--- src/rtl/seq_word_serializer.sv ---
// rtl/seq_word_serializer.sv - MSB-first word serializer with a one-word pending buffer
module seq_word_serializer #(
  parameter int   WIDTH    = 8,
  parameter logic IDLE_BIT = 1'b0
) (
  input  logic             clk,
  input  logic             rst,
  input  logic             load_valid,
  input  logic [WIDTH-1:0] load_data,
  output logic             load_ready,
  output logic             ser_out,
  output logic             ser_valid,
  output logic             word_done
);

  localparam int CW = (WIDTH > 2) ? $clog2(WIDTH) : 1;
  localparam logic [CW-1:0] LAST = CW'(WIDTH - 1);

  typedef enum logic {IDLE, SHIFT} state_t;

  state_t           state_q, state_d;
  logic [WIDTH-1:0] shreg_q, shreg_d;
  logic [CW-1:0]    cnt_q, cnt_d;
  logic [WIDTH-1:0] pend_q, pend_d;
  logic             pend_full_q, pend_full_d;
  logic             alive_q;
  logic             load_fire;

  // alive_q keeps load_ready low until the first edge after reset release
  assign load_ready = alive_q && !pend_full_q;
  assign load_fire  = load_valid && load_ready;
  assign ser_out    = (state_q == SHIFT) ? shreg_q[WIDTH-1] : IDLE_BIT;
  assign ser_valid  = (state_q == SHIFT);
  assign word_done  = (state_q == SHIFT) && (cnt_q == LAST);

  always_comb begin
    state_d     = state_q;
    shreg_d     = shreg_q;
    cnt_d       = cnt_q;
    pend_d      = pend_q;
    pend_full_d = pend_full_q;
    case (state_q)
      IDLE: begin
        pend_full_d = 1'b0;
        if (load_fire) begin
          shreg_d = load_data;
          cnt_d   = '0;
          state_d = SHIFT;
        end
      end
      SHIFT: begin
        if (cnt_q != LAST) begin
          shreg_d = {shreg_q[WIDTH-2:0], 1'b0};
          cnt_d   = cnt_q + 1'b1;
          if (load_fire) begin
            pend_d      = load_data;
            pend_full_d = 1'b1;
          end
        end else if (pend_full_q) begin
          shreg_d     = pend_q;
          pend_full_d = 1'b0;
          cnt_d       = '0;
        end else if (load_fire) begin
          // Direct reload keeps the stream gapless without touching pend
          shreg_d = load_data;
          cnt_d   = '0;
        end else begin
          cnt_d   = '0;
          state_d = IDLE;
        end
      end
      default: state_d = IDLE;
    endcase
  end

  always_ff @(posedge clk or negedge rst) begin
    if (!rst) begin
      state_q     <= IDLE;
      shreg_q     <= '0;
      cnt_q       <= '0;
      pend_q      <= '0;
      pend_full_q <= 1'b0;
      alive_q     <= 1'b0;
    end else begin
      state_q     <= state_d;
      shreg_q     <= shreg_d;
      cnt_q       <= cnt_d;
      pend_q      <= pend_d;
      pend_full_q <= pend_full_d;
      alive_q     <= 1'b1;
    end
  end

endmodule

--- config.mk ---
export PLATFORM = sky130hd
export DESIGN_NAME = seq_word_serializer
export DESIGN_NICKNAME = d
export VERILOG_FILES = /design/src/rtl/seq_word_serializer.sv
export SDC_FILE = /design/constraint.sdc
export NUM_CORES = 1
export LEC_CHECK = 0
export CORE_UTILIZATION = 29
export DETAILED_ROUTE_END_ITERATION = 7
export PLACE_DENSITY_LB_ADDON = 0.15
export SYNTH_ARGS = -nofsm -noshare
export SYNTH_HDL_FRONTEND = slang
export SYNTH_SLANG_ARGS = --single-unit
export TNS_END_PERCENT = 20
--- constraint.sdc ---
create_clock -name clk -period 3.3 [get_ports clk]
set_input_delay 0.99 -clock clk [delete_from_list [all_inputs] [get_ports clk]]
set_output_delay 0.99 -clock clk [all_outputs]
set_load 0.05 [all_outputs]
Word-level counts from Yosys, hierarchy flattened. Index checks and enable logic that the tools add are counted.

$add $sub $neg: 1. Bitwise gates (word level): 1. Multiplexer cells: 15. Reductions and logical operators: 5. Equality and inequality tests: 4.

Operators with widths (number): $mux 8 (3); $pmux 8 s2 (1); $mux 1 (6); $mux 3 (2); $ne 3x3->1 const B (2); $pmux 3 s2 (1); $pmux 1 s2 (2); $add 3x1->3 const B (1); $eq 3x3->1 const B (1); $logic_and 1x1->1 (3); $reduce_and 3->1 (1); $ne 2x2->1 const B (1); $logic_not 1->1 (1); $not 1->1 (1).

Output and inout bits: 4. Logic and storage cells: 32. Flip-flop bits (word level): 22. Bits of input ports: 11.

Logic depth before layout (Yosys ltp).
Word-level depth: 7. Gate-level depth with buffers: 6. Gate-level depth less buffers: 5.

Worst setup path after synthesis. No wires, ideal clock.

Kind: register to output. From: register state_q (netlist: ser_valid). To: output ser_out. Buffers on the path: 1. Path slack: 0.908 ns. Required time: 2.310 ns. Stages on the path, launching flop included: 3. Data arrival time: 1.402 ns. Cell sequence: dfrtp_1 -> buf_2 -> and2_1.

Longest elaborated chain between the ends: 1.

Ends and longest elaborated chain: start, declared (RTL line 21) `state_t state_q, state_d;`; start signal, assigned (RTL line 85) `state_q <= state_d;`; $mux 1 (RTL line 32) `assign ser_out = (state_q == SHIFT) ? shreg_q[WIDTH-1] : IDLE_BIT;`; end, declared (RTL line 11) `output logic ser_out,`.

No other way between the ends.

Worst setup path after layout.
From: register state_q (netlist: ser_valid). To: output word_done.

Longest elaborated chain between the ends: 1.

Ends and longest elaborated chain: $logic_and 1x1->1 (RTL line 34) `assign word_done = (state_q == SHIFT) && (cnt_q == LAST);`; end, declared (RTL line 13) `output logic word_done`.

No other way between the ends.

==> qor.yml <==
finish:
  fin_nets: 109
  final_cell_mix: "22 x dfrtp_1, 14 x clkdlybuf4s50_1, 8 x a221o_1, 8 x mux2_2, 6 x nand2_1"
  syn_to_final_growth_pct: 22.9
  drive_above_1_share_pct: 23.2
  mostFrequentLayoutCell: "dfrtp_1"
  insertedDiodeCount: 0
sta:
  finalSetupViolCount: 0
  rsz0062_at_grt: "false"
  drv_slew: 0
  finalHoldViolCount: 0
  tightest_slew_ns: 0.503
  post-route-period-util_pct: 91.3
  max_freq_mhz: 332
  skew_ns: 0.00437
  period_minus_slack_ns: 3.01
  slew-limit-headroom_pct: 66.5
  tns_ns: 0
synth:
  synth_seq_cells: 22
  synth_cells: 77
  yosysTopAreaCell: "dfrtp_1"
  yosysSeqAreaShare_pct: 54.3
  synth_nets: 90
  netlist.area_leader.share_pct: 54.3
  synth.cell_area_sq_um: 1010
  synth_cell_type_count: 25
  yosys_warnings: 0
  avgSynthCellArea_sq_um: 13.2
  yosys-top-cells-area: "dfrtp_1 54%, mux2_2 8.9%, a221o_1 7.9%"
drt:
  drc: 0
  dr.first_iter.drc_count: 59
  wirelength_um: 2030
  wire_per_inst_um: 14.4
  dr.pass1.iters: 3
  vias: 688
  ant_nets: 0
  viasPerCell: 4.88
global_route:
  grt_pass1_vias: 673
  grt_antenna_before_repair: 0
  grt.overflow.total: 0
  grt_max_degree: 23
  grt_pass1_wl_um: 3330
  track_usage_pct: 12.6
critical_path:
  critPathKind: "reg -> out"
  worstSetupEndpointType: "output pin"
  cp_max_fo: 15
  reg2reg_slack_ns: 1.26
  required_ns: 2.31
  cp.arrival_ns: 2.02
  start_kind: "flip-flop"
die:
  ios: 15
  start_util_pct: 30.4
  core_sq_um: 3340
  fp.dieArea_sq_um: 3740
  row_count: 21
  die_h_um: 61.2
  die_w_um: 61.2
power_and_ir_drop:
  p_leak_nw: 0.547
  ir_worst_vdd_mv: 0.170
  p_per_area_nw_per_um2: 832
  p_total_mw: 1.04
placed_design:
  place.gp.congestion: 0.656
  port_buffers: 14
  dp.final_hpwl_um: 1350
clock_network:
  cts_buffers: 3
  clkTransAtPathRegs_ns: 0.13
  htree_levels: 1
  clockBufferDepth: 2
  ctsResizeCount: 0
  post_cts_buffers: 0
  insertion_delay_ns: 0.31
  postCtsHoldBufs: 0
  clkSinkCount: 22
  tritoncts: "built"
  clockRootBuffer: "clkbuf_4"
job:
  drv_cap: 0
hold_path:
  hp-class: "reg -> reg"
status:
  status: "finished clean"
[synthesized netlist by cell type, drive strengths merged]
| cell type | n |
|---|---|
| a21boi | 1 |
| a21oi | 1 |
| a221o | 8 |
| a32o | 5 |
| and2 | 3 |
| and2b | 1 |
| and3 | 1 |
| buf | 2 |
| conb | 1 |
| dfrtp | 22 |
| ha | 2 |
| inv | 2 |
| mux2 | 8 |
| nand2 | 6 |
| nand2b | 2 |
| nand3b | 1 |
| nand4 | 2 |
| nor2 | 3 |
| nor2b | 1 |
| o21ai | 4 |
| o22ai | 1 |
[final cells by class]
cell class / count / area (sq um)
multi-input cells: 51 / 440
flip-flops and latches: 22 / 551
well taps: 46 / 57.6
clock buffers: 4 / 36.3
fillers: 335 / 2090
repair buffers: 16 / 155
inverters: 2 / 7.51
[worst paths after layout]
| check | from | endpoint | cells after the start |
|---|---|---|---|
| setup / recovery | ser_valid | word_done | 2 |
| setup reg to reg | cnt_q[0] | pend_q[2] | 6 |
| min in group asynchronous | rst | pend_q[0] | 2 |
| hold reg to reg | cnt_q[0] | cnt_q[0] | 1 |
| max in group asynchronous | rst | pend_q[3] | 2 |
| hold / removal | cnt_q[0] | cnt_q[0] | 1 |
[worst max-delay path, stage by stage, from the launching register on]
cell             delay (ns)
dfrtp_1                0.68
and2_4                 0.24
clkdlybuf4s50_1        0.79
[cells by family (layout without fill, tap and decap cells)]
kind of cell             after synthesis  count (layout)  share of synthesized area, %
multiplexers                           8               8                          8.88
AO/OA/AOI/OAI                         20              20                          17.8
AND/OR/NAND/NOR                       20              20                          13.9
adder cells (fa/ha/maj)                2               2                          2.47
buffers and inverters                  4              22                          2.34
flip-flops                            22              22                          54.3
other                                  1               1                         0.370
[metal layers]
layer | global-route usage (%) | wire [um]
met1 | 17.7 | 1010
met2 | 18.9 | 928
met3 | 1.89 | 54
met4 | 5.84 | 40
met5 | 0 | 0
[stage by stage]
step	setup slack, ns	instance area (sq um)	util [%]	instances	hold WS (ns)
5_1_grt	0.205	1250	37.4	141	0.534
3_5_place_dp	0.647	1210	36.3	137	0.496
2_1_floorplan	0.908	1010	-	77	0.471
4_1_cts	0.288	1250	37.4	141	0.522
6_report	0.288	1250	37.4	141	0.516
3_3_place_gp	0.681	1210	36.3	137	0.486
[report_power, final]
part	internal (mW)	leakage, nW	switching, mW
Combinational	0.209	0.254	0.209
Clock	0.0673	0.0210	0.0848
Sequential	0.382	0.272	0.0855
Total	0.659	0.547	0.379
[flip-flops by register name (all words and copies together) (netlist names)]
register	cells
pend_q	8
shreg_q	8
cnt_q	3
alive_q	1
pend_full_q	1
ser_valid	1
Power figures use the tool's default switching activity.
